==> config.mk <==
export PLATFORM = sky130hd
export DESIGN_NAME = random_request_arbiter
export DESIGN_NICKNAME = d
export VERILOG_FILES = /design/src/rtl/random_request_arbiter.sv
export SDC_FILE = /design/constraint.sdc
export NUM_CORES = 1
export LEC_CHECK = 0
export CORE_MARGIN = 2
export CORE_UTILIZATION = 35
export DETAILED_ROUTE_END_ITERATION = 10
export PLACE_DENSITY = 0.63
export SLEW_MARGIN = 20
export SYNTH_ARGS = -nofsm -noshare
export SYNTH_HDL_FRONTEND = slang
export SYNTH_SLANG_ARGS = --single-unit
==> constraint.sdc <==
create_clock -name CLOCK -period 2.4 [get_ports CLOCK]
set_input_delay 0.36 -clock CLOCK [delete_from_list [all_inputs] [get_ports CLOCK]]
set_output_delay 0.36 -clock CLOCK [all_outputs]
set_load 0.05 [all_outputs]
==> src/rtl/random_request_arbiter.sv <==
// Round-robin arbiter that shares one random-number generator among N_REQ requesters.
// Each service toggles the generator trigger, waits for the output to settle, then returns one value.
module random_request_arbiter #(
  parameter int unsigned N_REQ         = 4,
  parameter int unsigned SETTLE_CYCLES = 2
) (
  input  logic             CLOCK,
  input  logic             RESET,
  input  logic [N_REQ-1:0] req,
  input  logic [7:0]       rng_value,
  output logic             rng_trigger,
  output logic [N_REQ-1:0] grant,
  output logic [7:0]       rand_data,
  output logic             rand_valid,
  output logic             busy
);

  localparam int unsigned PTR_W = (N_REQ > 1) ? $clog2(N_REQ) : 1;
  localparam int unsigned CNT_W = $clog2(SETTLE_CYCLES) + 1;

  typedef enum logic [1:0] {
    IDLE    = 2'd0,
    WAIT    = 2'd1,
    DELIVER = 2'd2
  } state_e;

  state_e             state_q, state_d;
  logic [PTR_W-1:0]   ptr_q, ptr_d;
  logic [PTR_W-1:0]   win_q, win_d;
  logic [N_REQ-1:0]   mask_q, mask_d;
  logic [CNT_W-1:0]   cnt_q, cnt_d;
  logic               trig_q, trig_d;
  logic [N_REQ-1:0]   grant_q, grant_d;
  logic [7:0]         data_q, data_d;
  logic               valid_q, valid_d;
  logic               busy_q, busy_d;

  logic [N_REQ-1:0]   eff_req;
  logic               win_found;
  logic [PTR_W-1:0]   win_idx;
  logic [PTR_W-1:0]   ptr_next;

  assign eff_req = req & ~mask_q;

  // First requesting index scanning ptr, ptr+1, ... with wraparound.
  always_comb begin
    win_found = 1'b0;
    win_idx   = '0;
    for (int unsigned i = 0; i < N_REQ; i++) begin
      if (!win_found && eff_req[PTR_W'((32'(ptr_q) + i) % N_REQ)]) begin
        win_found = 1'b1;
        win_idx   = PTR_W'((32'(ptr_q) + i) % N_REQ);
      end
    end
  end

  assign ptr_next = (win_q == PTR_W'(N_REQ - 1)) ? '0 : win_q + PTR_W'(1);

  always_comb begin
    state_d = state_q;
    ptr_d   = ptr_q;
    win_d   = win_q;
    mask_d  = mask_q;
    cnt_d   = cnt_q;
    trig_d  = trig_q;
    grant_d = grant_q;
    data_d  = data_q;
    valid_d = valid_q;
    busy_d  = busy_q;
    case (state_q)
      IDLE: begin
        // The mask only ever covers a single IDLE cycle.
        mask_d  = '0;
        grant_d = '0;
        if (win_found) begin
          win_d   = win_idx;
          grant_d = N_REQ'(1) << win_idx;
          trig_d  = ~trig_q;
          cnt_d   = CNT_W'(SETTLE_CYCLES - 1);
          busy_d  = 1'b1;
          state_d = WAIT;
        end
      end
      WAIT: begin
        if (cnt_q == '0) begin
          data_d  = rng_value;
          valid_d = 1'b1;
          state_d = DELIVER;
        end else begin
          cnt_d = cnt_q - CNT_W'(1);
        end
      end
      DELIVER: begin
        valid_d = 1'b0;
        grant_d = '0;
        ptr_d   = ptr_next;
        mask_d  = N_REQ'(1) << win_q;
        busy_d  = 1'b0;
        state_d = IDLE;
      end
      default: begin
        state_d = IDLE;
      end
    endcase
  end

  always_ff @(posedge CLOCK) begin
    if (RESET) begin
      state_q <= IDLE;
      ptr_q   <= '0;
      win_q   <= '0;
      mask_q  <= '0;
      cnt_q   <= '0;
      trig_q  <= 1'b0;
      grant_q <= '0;
      data_q  <= '0;
      valid_q <= 1'b0;
      busy_q  <= 1'b0;
    end else begin
      state_q <= state_d;
      ptr_q   <= ptr_d;
      win_q   <= win_d;
      mask_q  <= mask_d;
      cnt_q   <= cnt_d;
      trig_q  <= trig_d;
      grant_q <= grant_d;
      data_q  <= data_d;
      valid_q <= valid_d;
      busy_q  <= busy_d;
    end
  end

  assign rng_trigger = trig_q;
  assign grant       = grant_q;
  assign rand_data   = data_q;
  assign rand_valid  = valid_q;
  assign busy        = busy_q;

endmodule

### Word level (Yosys, flattened, before mapping)

Cells that the tools add are included.

* latch bits: 0
* memories: 0
* output and inout port bits: 15
* ROM bits: 0
* register bits: 27
* input bits: 14
* logic and storage cells: 76
* RAM bits: 0

* multiplexer cells: 29
* div/mod/pow operators: 0
* add/subtract/negate cells: 5
* bitwise operators: 3
* shift-type cells: 2
* $lt $le $gt $ge: 4
* reductions and logical operators: 17
* multiply operators: 0
* eq/ne operators: 6

Operators with widths (count)
* 2-to-1 mux 2 bit: 8
* one-hot mux 4 bit (2 select lines): 2
* < comparator 2 x 3 -> 1 bit, second input constant: 4
* 2-to-1 mux 1 bit: 10
* AND reduction 2 bit: 5
* binary-select mux 1 bit (select 2 bit): 4
* one-hot mux 2 bit (2 select lines): 2
* left shift 1 x 2 -> 4 bit, first input constant: 2
* inequality test 2 bit, second input constant: 3
* nonzero test 2 bit: 3
* adder 2 x 1 -> 2 bit, second input constant: 2
* adder 2 bit, second input constant: 2
* AND 4 bit: 1
* == test 2 bit, second input constant: 2
* zero test 2 bit: 2
* 2-to-1 mux 4 bit: 1
* NOT 4 bit: 1
* one-hot mux 1 bit (2 select lines): 2
* logical AND 1 bit: 3
* zero test 1 bit: 3
* AND reduction 3 bit: 1
* == test 2 x 1 -> 1 bit, second input constant: 1
* subtractor 2 x 1 -> 2 bit, second input constant: 1
* NOT 1 bit: 1

### Logic depth before layout (Yosys ltp)

Gate-level depths: netlist of run 1.

* depth in word-level cells: 17
* gate-level depth with buffers: 7
* mapped depth without buffers: 6

### Worst setup path before layout of run 1

OpenSTA, ideal clock, no wires.

* path type: register to register
* start: reg cnt_q[0]
* end: reg data_q[0] (netlist: rand_data[0])
* path buffers: 1
* cell stages (with the launch flop): 8
* arrival: 1.219 ns
* required time: 2.329 ns
* slack: 1.111 ns
* clock period less this slack: 1.289 ns
* path through: dfxtp_1 > inv_1 > ha_1 > nor2b_1 > buf_2 > nand2_1 > nand2_1 > a21oi_1

* longest elaborated chain between the ends: 2

RTL lines
* from (decl): RTL line 31 `logic [CNT_W-1:0] cnt_q, cnt_d;`
* from (signal assigned): RTL line 124 `cnt_q <= cnt_d;`
* zero test 2 bit: RTL line 85 `if (cnt_q == '0) begin`
* AND reduction 2 bit (no line)
* to (signal assigned): RTL line 127 `data_q <= data_d;`
* to (decl): RTL line 34 `logic [7:0] data_q, data_d;`

No other way between the ends.
A chain may end at the register's enable or synchronous reset.

### Worst setup path in the final report of run 1

* start: reg valid_q (netlist: rand_valid)
* end: out rand_valid

RTL lines
* from (decl): RTL line 35 `logic valid_q, valid_d;`
* from (signal assigned): RTL line 128 `valid_q <= valid_d;`
* to (decl): RTL line 14 `output logic rand_valid,`

No word-level cell between the ends.

==> results of run 1 <==
## worst max-delay path by stage
stage	startpoint	to	slack [ps]
after floorplan	cnt_q[0]$_SDFFE_PP0P_	rand_data[0]$_SDFFE_PP0P_	1110
after global placement	req[2]	grant[0]$_SDFFE_PP0P_	580
after detailed placement	req[0]	grant[3]$_SDFFE_PP0P_	500
after CTS	rand_valid$_SDFFE_PP0P_	rand_valid	510
after global routing	rand_data[7]$_SDFFE_PP0P_	rand_data[7]	460
final	rand_valid$_SDFFE_PP0P_	rand_valid	530
## layer usage
metal  part of all wire  global-route usage
met5                  0                   0
met1               0.48              0.1767
met2               0.48              0.2105
met3              0.030             0.02679
met4             0.0084             0.04076
## power by group through the flow
stage                     Sequential (W)  Combinational (W)  Clock [W]
after CTS                       0.000515           0.000340   0.000207
after global routing            0.000520           0.000367   0.000227
after floorplan                 0.000610           0.000145          0
after global placement          0.000523           0.000337          0
final                           0.000514           0.000338   0.000197
after detailed placement        0.000525           0.000339          0
## through the flow
stage / power (W) / area (sq um) / std cells
after floorplan: 0.0007551 / 1235 / 138
after global placement: 0.0008606 / 1567 / 208
after detailed placement: 0.0008640 / 1567 / 208
after CTS: 0.001062 / 1597 / 212
after global routing: 0.001114 / 1597 / 212
final: 0.001048 / 1597 / 212
## sequential cells by signal, summed over array words and instances (netlist names)
register,flops
rand_data,8
grant,4
mask_q,4
cnt_q,2
ptr_q,2
state_q,2
win_q,2
busy,1
rand_valid,1
rng_trigger,1
## final cells by class
cell class	count	share of cell area
repair buffers	31	0.1897
well taps	46	0.03605
clock inverters	1	0.004702
clock buffers	3	0.01411
flip-flops and latches	27	0.3386
multi-input cells	100	0.4075
inverters	4	0.009404
## cells in the mapped netlist, drive strengths merged, types with 2 or more instances
cell type and n:
inv 4, nor2 14, a211oi 2, o31ai 4, ha 5, a21oi 12
nor3b 3, clkbuf 3, nor3 2, mux2i 2, a22oi 4, nand2 13
nand3 9, dfxtp 27, nor2b 6, a41oi 2, buf 4, nand2b 9
nand3b 3
## logic make-up (layout without fill, tap and decap cells)
logic type	count (synthesis)	count (layout)
simple gates	61	61
compound gates	31	31
flops	27	27
buf+inv	11	39
fa+ha+maj	5	5
mux	2	2
xor+xnor	1	1
==> metrics.md, run 1 <==
| Metric | Value |
|---|---|
| Status | complete, no violations |
| Post-route ant nets | 0 |
| Clk root buf | clkbuf_4 |
| Sequential share of power | 0.490 |
| Compound-Gate Fraction of Synth Area | 0.1895 |
| Remaining Overflow, GRT | 0 |
| EDFF count, synth | 0 |
| Placer Congestion | ~0.75 |
| Vias per inst | 4.882 |
| Commonest cells after routing, fill and taps aside | clkdlybuf4s50_1 (28), dfxtp_1 (27), nor2_1 (14) |
| Stages on worst setup path | 1 |
| Overall routed net length | ~2500 um |
| Die width | 63.40 um |
| DPL Wire Length | 1926 um |
| # setup viols final | 0 |
| Maximum clock rate | 534.0 MHz |
| Synth Area in Adders | 0.05066 |
| Synth async-reset ratio | 0 |
| Biggest cell delay along the critical path | 810 ps |
| Final Slew Violations | 0 |
| Clk slew on worst S/H paths | 150 ps |
| Hold path depth | 2 |
| Max IR drop VDD | 0.0004510 V |
| # port buffers | 28 |
| CTS resizes | 0 |
| Worst slew pin tran | between 500 and 600 ps |
| Num rows | 21 |
| Top cells by area, synth | dfxtp_1 (44%), ha_1 (5.1%), a21oi_1 (4.9%) |
| Switching power | 0.0003637 W |
| Area share of xor/xnor cells in the synthesized design | 0.007092 |
| Most common cell after layout, fill and taps aside | clkdlybuf4s50_1 |
| Delay-heaviest family, CP | buffers and inverters |
| Synth area leader | dfxtp_1 |
| Final Cycle Share | 0.7803 |
| Cells after Synth | about 140 |
| Drc violations | 0 |
| Initial antenna violation count | 0 |
| Area of the multi-input gates | 650.6 sq um |
| R2r endpoint | cnt_q[0]$_SDFFE_PP0P_ |
| Leakage Power | between 0.5 and 0.6 nW |
| Relative slew slack | 0.6532 |
| ANT cells | 0 |
| Sw Share | 0.3469 |
| Hold Crit Start | rand_data[3]$_SDFFE_PP0P_ |
| Max cap viols | 0 |
| Core area | 3363 sq um |
| CTS sink cnt | 27 |
| Clock latency on the worst-skew pair | 320 ps |
| Logic pwr share | 0.322 |
| Starting Density | 0.3672 |
| FF-to-FF setup slack | 940 ps |
| WHS Endpoint | rand_data[3]$_SDFFE_PP0P_ |
| Combinational family with the most area after synthesis | simple AND/OR/NAND/NOR gates |
| CP Launch Type | flip-flop |
| Worst Path Buf+Inv | 1 |
| Layout cells sized above 1 | 0.08434 |
| Hold Buf Count CTS | 0 |
| R2R depth | 5 |
| Fin. Hold Viols | 0 |
| Worst path arrival time | 1510 ps |
| Worst Path Required | 2040 ps |
| Setup bufs post-CTS | 0 |
| Register area | 540.5 sq um |
| Die area | 4020 sq um |
| CP Capture Type | primary output |
| Syn. warnings | 0 |
| Simple-Gate Fraction of Synth Area | 0.2634 |
| Top Ports | 29 |
| Global Route Usage Sum | 0.1312 |
| Num CTS Buffers | 3 |
| Top cell type's share of synthesized area | 0.4377 |
| Setup_tns | 0 ps |
| Clock power frac | 0.187 |
| Layout Nets | 186 |
| Setup WS post-layout | 527.3 ps |
| Number of unique standard cell types used by synthesis | 34 |
| Crit path cell chain | clkdlybuf4s50_1 |
| Starting DRT DRC Count | 39 |
| Max Fanout on Critical Path | 3 |
| First-pass GRT wire length | 4264 um |
| Fillers | 336 |
| Mapped Nets | 157 |
| Die Span Y | 63.40 um |
| Vias | 1,035 |
| Clk buf depth | 2 |
| Syn Area/Cell | 8.949 sq um |
| Worst r2r src | cnt_q[0]$_SDFFE_PP0P_ |
| DRT Pass-1 Iters | 4 |
| Seq cells post-synth | 27 |
| WS Path Type | flip-flop to primary output |
| Clock skew | between 10 and 15 ps |
| Power per cell area | 656.7 nW/um^2 |
| Vias in the first global route | between 900 and 1k |
| H-tree depth | 1 |
| Post-synth design cell area | 1235 sq um |
| Sequential element share of the synthesized area | 0.4377 |
| Min Tclk post-route | 1873 ps |
| Ys flop type | dfxtp_1 |
| Hold slack | 469.4 ps |
| Final design utilization | 0.4747 |
| Routed len/inst | about 12 um |
| Area grow syn2layout | 29.28% |
| Post-synthesis mux area share | 0.01621 |
| Int Pwr | 0.0006847 W |
| Worst hold-check path type | flip-flop to flip-flop |
| Largest net degree at the start of global routing | 30 |
| Dpl ws | 500.5 ps |
| RSZ-0062 raised after global routing | false |
| Clock tree from TritonCTS | done |
| Slowest CP cell | clkdlybuf4s50_1 |
Power figures use the tool's default switching activity.
==> inputs of run 2 (changes only) <==
--- a/config.mk
+++ b/config.mk
@@ -8,7 +8,7 @@
 export CORE_MARGIN = 2
 export CORE_UTILIZATION = 35
 export DETAILED_ROUTE_END_ITERATION = 10
-export PLACE_DENSITY = 0.63
+export PLACE_DENSITY = 0.65
 export SLEW_MARGIN = 20
 export SYNTH_ARGS = -nofsm -noshare
 export SYNTH_HDL_FRONTEND = slang
==> constraint.sdc (replaced) <==
create_clock -name CLOCK -period 1.55 [get_ports CLOCK]
set_input_delay 0.2325 -clock CLOCK [delete_from_list [all_inputs] [get_ports CLOCK]]
set_output_delay 0.2325 -clock CLOCK [all_outputs]
set_load 0.05 [all_outputs]
==> metrics.md, run 2 (synthesis results as in run 1) <==
| Metric | Value |
|---|---|
| Worst path arrival time | 1620 ps |
| Placer Congestion | 0.7553 |
| CTS sink cnt | 27 |
| Worst r2r src | cnt_q[0]$_SDFFE_PP0P_ |
| Clock latency on the worst-skew pair | 320 ps |
| Layout Nets | 191 |
| Layout cells sized above 1 | 0.2105 |
| Leakage Power | 0.6193 nW |
| Crit path cell chain | clkdlybuf4s50_1 > nor3b_1 > a211oi_2 > o221ai_1 > a21oi_1 |
| Initial antenna violation count | 0 |
| FF-to-FF setup slack | 150 ps |
| Min Tclk post-route | 1407 ps |
| RSZ-0062 raised after global routing | false |
| Max IR drop VDD | ~0.0005 V |
| ANT cells | 0 |
| Vias | 1,068 |
| Delay-heaviest family, CP | compound AO/OA/AOI/OAI gates |
| Worst slew pin tran | 380.8 ps |
| Fin. Hold Viols | 0 |
| Worst Path Required | 1760 ps |
| Register area | 541.8 sq um |
| R2r endpoint | rand_data[2]$_SDFFE_PP0P_ |
| Routed len/inst | 12.44 um |
| Stages on worst setup path | 5 |
| Fillers | roughly 350 |
| Worst Path Buf+Inv | 1 |
| Area grow syn2layout | 29.99% |
| Clock skew | 7.996 ps |
| Drc violations | 0 |
| CP Capture Type | flip-flop |
| Num rows | 21 |
| Status | complete, no violations |
| CP Launch Type | input port |
| Num CTS Buffers | 3 |
| Vias per inst | a little under 5 |
| Final design utilization | 0.4773 |
| Final Cycle Share | 0.9080 |
| Die area | 4020 sq um |
| Worst Setup SP | req[0] |
| Most common cell after layout, fill and taps aside | dfxtp_1 |
| Starting Density | 0.3672 |
| Post-route ant nets | 0 |
| Clock tree from TritonCTS | done |
| First-pass GRT wire length | 4609 um |
| Worst hold-check path type | input port to flip-flop |
| DRT Pass-1 Iters | 4 |
| WS Path Type | input port to flip-flop |
| Maximum clock rate | 710.5 MHz |
| Slowest CP cell | clkdlybuf4s50_1 |
| Crit path capture | win_q[0]$_SDFFE_PP0P_ |
| Clk buf depth | 2 |
| Die width | 63.40 um |
| Hold slack | about 460 ps |
| Final Slew Violations | 0 |
| Largest net degree at the start of global routing | 24 |
| DPL Wire Length | 2004 um |
| Die Span Y | around 63 um |
| Starting DRT DRC Count | 35 |
| Dpl ws | -212.6 ps |
| Hold path depth | 3 |
| Overall routed net length | 2700 um |
| Remaining Overflow, GRT | 0 |
| Biggest cell delay along the critical path | 490 ps |
| Max cap viols | 0 |
| R2R depth | 6 |
| Commonest cells after routing, fill and taps aside | dfxtp_1 (26), buf_4 (23), nor2_1 (14) |
| Top Ports | 29 |
| Clk slew on worst S/H paths | 150 ps |
| H-tree depth | 1 |
| Core area | 3363 sq um |
| Setup WS post-layout | approximately 140 ps |
| # port buffers | 28 |
| Clk root buf | clkbuf_4 |
| Relative slew slack | 0.7461 |
| Vias in the first global route | 1,073 |
| Power per cell area | 1026 nW/um^2 |
| Area of the multi-input gates | about 660 sq um |
| Max reg flops | 8 |
| # setup viols final | 0 |
| Max Fanout on Critical Path | 3 |
| Setup bufs post-CTS | 0 |
| Global Route Usage Sum | 0.1440 |
run 2: cell types whose count changed in the layout (fill, tap and decap cells not counted), sizes merged:
cell and delta:
buf +20, clkdlybuf4s50 -15
run 2: worst min-delay path, stage by stage:
cell	delay, ps
clkdlybuf4s50_1	400
nand3_1	80
a21oi_1	50
run 2: final cells by class:
type	instances	area share
multi-input combinational	100	0.4100
sequential	27	0.3375
timing repair buffer	36	0.1886
tap	46	0.03585
clock buffer	3	0.01403
inverter	4	0.009353
clock inverter	1	0.004677
run 2: layer usage:
layer	GRT usage	vias to the layer above	part of all wire
met4	0.05163	0	0.0085
met1	0.1746	505	0.46
met2	0.2513	12	0.50
met3	0.02857	2	0.033
li1	-	549	-
met5	0	-	0
run 2: how the worst min path moves through the flow:
stage	end	from	slack, ps
floorplan	rand_data[0]$_SDFFE_PP0P_	rng_value[0]	400
global placement	rand_data[5]$_SDFFE_PP0P_	rand_data[5]$_SDFFE_PP0P_	440
detailed placement	rand_data[0]$_SDFFE_PP0P_	rand_data[0]$_SDFFE_PP0P_	460
CTS	rand_data[0]$_SDFFE_PP0P_	rng_value[0]	450
global route	rand_data[0]$_SDFFE_PP0P_	rng_value[0]	450
finish	rand_data[0]$_SDFFE_PP0P_	rng_value[0]	460
run 2: power by group:
| group | internal [W] | leakage [nW] | switching, W |
|---|---|---|---|
| registers | 0.000756 | 0.221 | 0.0000431 |
| clock network | 0.0000986 | 0.0139 | 0.000213 |
| logic | 0.000211 | 0.384 | 0.000326 |
run 2: through the flow:
stage	power, W	std cells	cell area, sq um	TNS, ps
6_report	0.001648	217	1605	0
5_1_grt	0.001746	217	1605	0
4_1_cts	0.001665	217	1599	0
3_5_place_dp	0.001348	213	1567	-2687
3_3_place_gp	0.001333	213	1567	-1850
2_1_floorplan	0.001169	138	1235	0
run 2: repair_timing:
action | in CTS | in global routing
setup endpoints to repair | 9 | 10
hold endpoints to repair | 0 | 0
resized for setup | 1 | 2
hold buffers | 0 | 0
